$ cat config.mk
export PLATFORM = sky130hd
export DESIGN_NAME = simd_ctrl
export DESIGN_NICKNAME = d
export VERILOG_FILES = /design/src/rtl/simd_ctrl_pkg.sv /design/src/rtl/simd_ctrl_rr_arb2.sv /design/src/rtl/simd_ctrl.sv
export SDC_FILE = /design/constraint.sdc
export NUM_CORES = 1
export LEC_CHECK = 0
export BUFFER_PORTS_ARGS = -buffer_cell sky130_fd_sc_hd__buf_4
export CAP_MARGIN = 10
export CORE_MARGIN = 3
export CORE_UTILIZATION = 50
export DETAILED_ROUTE_END_ITERATION = 7
export PLACE_DENSITY = 0.83
export SLEW_MARGIN = 20
export SYNTH_ARGS = -nofsm -noshare
export SYNTH_HDL_FRONTEND = slang
export SYNTH_SLANG_ARGS = --single-unit
$ cat constraint.sdc
create_clock -name clk -period 3.5 [get_ports clk]
set_input_delay 0.525 -clock clk [delete_from_list [all_inputs] [get_ports clk]]
set_output_delay 0.525 -clock clk [all_outputs]
set_load 0.05 [all_outputs]
$ cat src/rtl/simd_ctrl_pkg.sv
// simd_ctrl_pkg: shared definitions for the simd sequencing controller.
// Holds the opcode and FSM state encodings plus the default datapath
// latency and tag width that the controller shares with the simd datapath.
package simd_ctrl_pkg;

  // Default datapath latency (dp_start to valid lane results) and tag width.
  localparam int DEF_LAT  = 2;
  localparam int DEF_TAGW = 4;

  // Datapath opcodes as seen on dp_op.
  typedef enum logic [1:0] {
    OP_ADD = 2'd0,
    OP_SUB = 2'd1,
    OP_AND = 2'd2,
    OP_XOR = 2'd3
  } op_e;

  // Controller FSM states.
  typedef enum logic [1:0] {
    S_IDLE  = 2'd0,
    S_ISSUE = 2'd1,
    S_WAIT  = 2'd2,
    S_RESP  = 2'd3
  } state_e;

  // Plain-vector copies of the state encoding for the state register.
  localparam logic [1:0] ST_IDLE  = S_IDLE;
  localparam logic [1:0] ST_ISSUE = S_ISSUE;
  localparam logic [1:0] ST_WAIT  = S_WAIT;
  localparam logic [1:0] ST_RESP  = S_RESP;

endpackage

$ cat src/rtl/simd_ctrl_rr_arb2.sv
// rr_arb2: two-requester round-robin arbiter, purely combinational.
// Ports:
//   valid[1:0] in  : request valids (bit N = requester N)
//   last       in  : requester granted most recently
//   en         in  : arbitration enable; no grant when low
//   grant[1:0] out : one-hot grant (all zero when nothing to grant)
module rr_arb2 (
  input  logic [1:0] valid,
  input  logic       last,
  input  logic       en,
  output logic [1:0] grant
);

  // Grant the requester that did not win last time when both are asking.
  always_comb begin
    grant = 2'b00;
    if (!en) begin
      grant = 2'b00;
    end else if (valid == 2'b11) begin
      grant = last ? 2'b01 : 2'b10;
    end else begin
      grant = valid;
    end
  end

endmodule

$ cat src/rtl/simd_ctrl.sv
// simd_ctrl: sequencing and arbitration controller for the 4-lane simd
// datapath. Two requesters (0: host, 1: DMA) are granted round-robin; one
// operation is in flight at a time: ISSUE pulses dp_start, WAIT counts the
// datapath latency and pulses dp_capture, RESP holds a tagged response
// until rsp_ready.
// Ports:
//   clk, rst (async active-low), enable (gates new grants only)
//   req0_*/req1_* : valid/op/tag in, ready out (ready is combinational)
//   dp_start, dp_capture : one-cycle datapath strobes
//   dp_op, dp_sel : opcode and operand bank, held from ISSUE through RESP
//   rsp_valid/rsp_src/rsp_tag out, rsp_ready in : response channel
//   busy : not IDLE;  ops_done : completed operations, wraps at 256
module simd_ctrl
  import simd_ctrl_pkg::*;
#(
  parameter int LAT  = DEF_LAT,
  parameter int TAGW = DEF_TAGW
) (
  input  logic            clk,
  input  logic            rst,
  input  logic            enable,
  input  logic            req0_valid,
  input  logic [1:0]      req0_op,
  input  logic [TAGW-1:0] req0_tag,
  output logic            req0_ready,
  input  logic            req1_valid,
  input  logic [1:0]      req1_op,
  input  logic [TAGW-1:0] req1_tag,
  output logic            req1_ready,
  output logic            dp_start,
  output logic [1:0]      dp_op,
  output logic            dp_sel,
  output logic            dp_capture,
  output logic            rsp_valid,
  output logic            rsp_src,
  output logic [TAGW-1:0] rsp_tag,
  input  logic            rsp_ready,
  output logic            busy,
  output logic [7:0]      ops_done
);

  // Counter wide enough for LAT-1; at least one bit so LAT=1 still works.
  localparam int CNTW = (LAT > 1) ? $clog2(LAT) : 1;

  logic [1:0]      state_r;
  logic [CNTW-1:0] cnt_r;
  logic            last_r;
  op_e             op_r;
  logic            sel_r;
  logic [TAGW-1:0] tag_r;
  logic [7:0]      ops_r;

  logic [1:0]      grant_s;
  logic            idle_s;
  logic            req_hs_s;
  logic            hs_src_s;

  rr_arb2 u_arb (
    .valid ({req1_valid, req0_valid}),
    .last  (last_r),
    .en    (enable),
    .grant (grant_s)
  );

  assign idle_s     = (state_r == ST_IDLE);
  assign req0_ready = idle_s & grant_s[0];
  assign req1_ready = idle_s & grant_s[1];
  assign req_hs_s   = (req0_valid & req0_ready) | (req1_valid & req1_ready);
  // The grant is one-hot, so bit 1 alone identifies the winning source.
  assign hs_src_s   = grant_s[1];

  // FSM, operand latching, latency counter and completion counter.
  always_ff @(posedge clk or negedge rst) begin
    if (!rst) begin
      state_r <= ST_IDLE;
      cnt_r   <= {CNTW{1'b0}};
      last_r  <= 1'b1;
      op_r    <= OP_ADD;
      sel_r   <= 1'b0;
      tag_r   <= {TAGW{1'b0}};
      ops_r   <= 8'd0;
    end else begin
      case (state_r)
        ST_IDLE: begin
          if (req_hs_s) begin
            op_r    <= hs_src_s ? op_e'(req1_op) : op_e'(req0_op);
            tag_r   <= hs_src_s ? req1_tag : req0_tag;
            sel_r   <= hs_src_s;
            last_r  <= hs_src_s;
            state_r <= ST_ISSUE;
          end else begin
            state_r <= ST_IDLE;
          end
        end
        ST_ISSUE: begin
          cnt_r   <= CNTW'(LAT - 1);
          state_r <= ST_WAIT;
        end
        ST_WAIT: begin
          if (cnt_r == {CNTW{1'b0}}) begin
            state_r <= ST_RESP;
          end else begin
            cnt_r <= cnt_r - CNTW'(1);
          end
        end
        ST_RESP: begin
          if (rsp_ready) begin
            ops_r   <= ops_r + 8'd1;
            state_r <= ST_IDLE;
          end else begin
            state_r <= ST_RESP;
          end
        end
        default: begin
          state_r <= ST_IDLE;
        end
      endcase
    end
  end

  // Strobes and status decode directly from the state register.
  assign dp_start   = (state_r == ST_ISSUE);
  assign dp_capture = (state_r == ST_WAIT) && (cnt_r == {CNTW{1'b0}});
  assign rsp_valid  = (state_r == ST_RESP);
  assign busy       = !idle_s;
  assign dp_op      = op_r;
  assign dp_sel     = sel_r;
  assign rsp_src    = sel_r;
  assign rsp_tag    = tag_r;
  assign ops_done   = ops_r;

endmodule

==> impl_results.md <==
* Setup_tns at 0 ns
* Crit path largest cell delay at around 0.45 ns
* Mapped Area at about 1000 um^2
* Hold-fix buffers, CTS at 0
* WP data required at 2.97 ns
* Vias per cell at 5.199
* Seq/Total Area, Yosys at 47.92%
* Synth cell types at 28
* Vias in the first global route at around 900
* Area Growth Syn to Fin at 31.57%
* Main synth FF type: dfrtp_1
* Status: finished clean
* # port buffers at 39
* Total power at between 1 and 1.5 mW
* CP top delay family: flip-flops
* Hold Vio Cnt, Final at 0
* Nets at 160
* Maxcap violations at 0
* Die ar. at 2560 um^2
* Fill count at approximately 160
* Gp weighted congestion at 0.7998
* #FFs+latches synth at 19
* Int Power at 0.6007 mW
* P_sw at between 0.6 and 0.7 mW
* Starting Density at 55.21%
* Post-CTS Setup Bufs at 0
* EDFF count, synth at 0
* Core Util, Final at just over 70%
* Post-CTS sizing at 0
* CTS clk-pin slew, worst paths at 0.11 ns
* Remaining global-route overflow at 0
* Total Routing Usage GR at about a fifth
* Seq pwr share at 30.7%
* Clock network power share at 8.8%
* Element type at the critical path end: output port
* Max clock buf depth at 2
* Syn Nets at 120
* Total CTS buffers at 3
* Buf/Inv on CP at 2
* Die height at between 50 and 60 um
* Htree depth at 1
* DRC at 0
* Final setup fails at 0
* Max Clock Freq at 0.4477 GHz
* Core footprint at approximately 1800 um^2
* Comb power frac at 60.5%
* VDD IR max at roughly 0.64 mV
* Number of core rows at 15
* Crit-path cells: inv_1 > ha_1 > and2_1 > and3_1 > buf_4
* Initial antenna violation count at 0
* Final period util at 63.82%
* Combined area of the multi-input logic cells at ~460 um^2
* Least-Margin Pin Slew at around 0.25 ns
* Post-DR wirelength/cell at around 14 um
* Vias post-DR at between 800 and 900
* Ys Warns at 0
* Post-synthesis async set-or-reset flop share at 100.0%
* Synth top area cells: dfrtp_1 45%, ha_1 6.3%, xnor2_1 6.2%
* CP arrival at about 1.7 ns
* Layout cell share with drive strength beyond 1 at 36.03%
* Max_slew headroom at a little over four fifths
* Worst-skew pair later-pin latency at just under 0.3 ns
* Avg Inst Size Synth at 10.25 um^2
* Largest net degree at the start of global routing at 20
* CP max FO at 5
* DRT Pass-1 Iters at 4
* Leakage power at ~0.63 nW
* Post-synth top area share at between 40% and 50%
* Cell taking the most area after synthesis: dfrtp_1
* Post-DP HPWL at roughly 1.9 mm
* Cells after synthesis at just under 100
* Starting DRC count in detailed routing at 16
* Pwr/cell area at 961.9 nW/um^2
* Slowest CP cell: dfrtp_1
* Final critical-path required period at 2.234 ns
* Area occupied by registers at ~480 um^2
* Sw frac at between 50 and 60%
* Ant diodes at 0
* CTS root buffer: clkbuf_4
* Crit path kind: flop to output port
* Clk_skew at between 0.0006 and 0.0007 ns
* Die Wd at roughly 50 um
* Routed Antenna Nets at 0
* Startpoint Class: flop
* WL final at ~2.3 mm
* RSZ-0062 raised after global routing: no
* HP Class: primary input to asynchronous set/reset pin
* I/O Pins at 40
* Slew Limit Fails at 0
* TritonCTS clock tree: built
* Sink Count at 19
* First-pass GRT wire length at 4.015 mm
-- registers in the layout, indices dropped and copies added (netlist names) --
| name | count |
|---|---|
| cnt_r | 1 |
| dp_op | 2 |
| dp_sel | 1 |
| last_r | 1 |
| ops_done | 8 |
| rsp_tag | 4 |
| state_r | 2 |
-- logic make-up (layout without fill, tap and decap cells) --
group                    count (synthesis)  in the layout  synth area share, %
AND/OR/NAND/NOR                         33             33                17.86
multiplexers                             2              2                2.138
flip-flops                              19             19                47.92
adder cells (fa/ha/maj)                  5              5                6.289
buffers and inverters                   10             49                6.037
AO/OA/AOI/OAI                           21             21                13.59
XOR/XNOR                                 7              7                6.164
-- through the flow --
step | area, um^2 | setup WS, ns | hold slack [ns] | cells
after floorplan | 994.7 | 1.270 | 0.2294 | 97
after global placement | 1281 | 1.704 | 0.4100 | 157
after detailed placement | 1281 | 1.614 | 0.4112 | 157
after CTS | 1309 | 1.242 | 0.08192 | 161
after global routing | 1309 | 1.122 | 0.07722 | 161
final | 1309 | 1.266 | 0.08366 | 161
-- layer usage --
layer,share of wire [%],vias up,GRT usage (%)
met5,0,-,0
met4,0.60,0,6.726
met3,4.5,2,4.451
met2,57,18,38.48
met1,37,401,24.39
li1,-,416,-
-- placed cells by master (no fill, tap or decap), drive strengths merged, types with 2 or more instances in the layout --
| cell type | count |
|---|---|
| nand2 | 6 |
| a21oi | 5 |
| o21ai | 6 |
| a31oi | 6 |
| clkbuf | 3 |
| inv | 6 |
| nand4 | 2 |
| ha | 5 |
| buf | 39 |
| nand3 | 8 |
| and3 | 3 |
| dfrtp | 18 |
| xnor2 | 7 |
| nor2 | 6 |
| and2 | 3 |
-- final cells by class --
cell class / instances / share of cell area [%]
sequential: 19 / 36.42
tap: 25 / 2.390
inverter: 6 / 1.721
multi-input combinational: 68 / 34.99
timing repair buffer: 39 / 22.37
clock inverter: 1 / 0.3824
clock buffer: 3 / 1.721
-- path summary, 6_finish.rpt --
check,from,to,slack (ns),cells after the start
max reg2reg,state_r[0]$_DFFE_PN0P_,state_r[0]$_DFFE_PN0P_,2.10,5
min in group clk,ops_done[7]$_DFFE_PN0P_,ops_done[7]$_DFFE_PN0P_,0.49,1
min,rst,dp_op[0]$_DFFE_PN0P_,0.08,1
max,state_r[0]$_DFFE_PN0P_,req0_ready,1.27,5
min reg2reg,ops_done[7]$_DFFE_PN0P_,ops_done[7]$_DFFE_PN0P_,0.49,1
max in group asynchronous,rst,last_r$_DFFE_PN1P_,3.15,1
-- power groups by stage --
stage | Clock (mW) | Sequential, mW | Combinational (mW)
floorplan | 0 | 0.595 | 0.347
global placement | 0 | 0.381 | 0.748
detailed placement | 0 | 0.392 | 0.766
CTS | 0.117 | 0.388 | 0.770
global route | 0.126 | 0.402 | 0.815
finish | 0.111 | 0.387 | 0.761
-- cells in the mapped netlist, types with 2 or more instances --
cell type	count
and3_1	2
a21oi_1	5
ha_1	5
nand2_1	6
a31oi_1	6
nor2_1	6
and2_1	3
buf_6	2
inv_1	6
nand4_1	2
o21ai_0	6
xnor2_1	7
nand3_1	8
dfrtp_1	18
buf_4	2
Note: power is estimated with default switching activity, not from simulation.
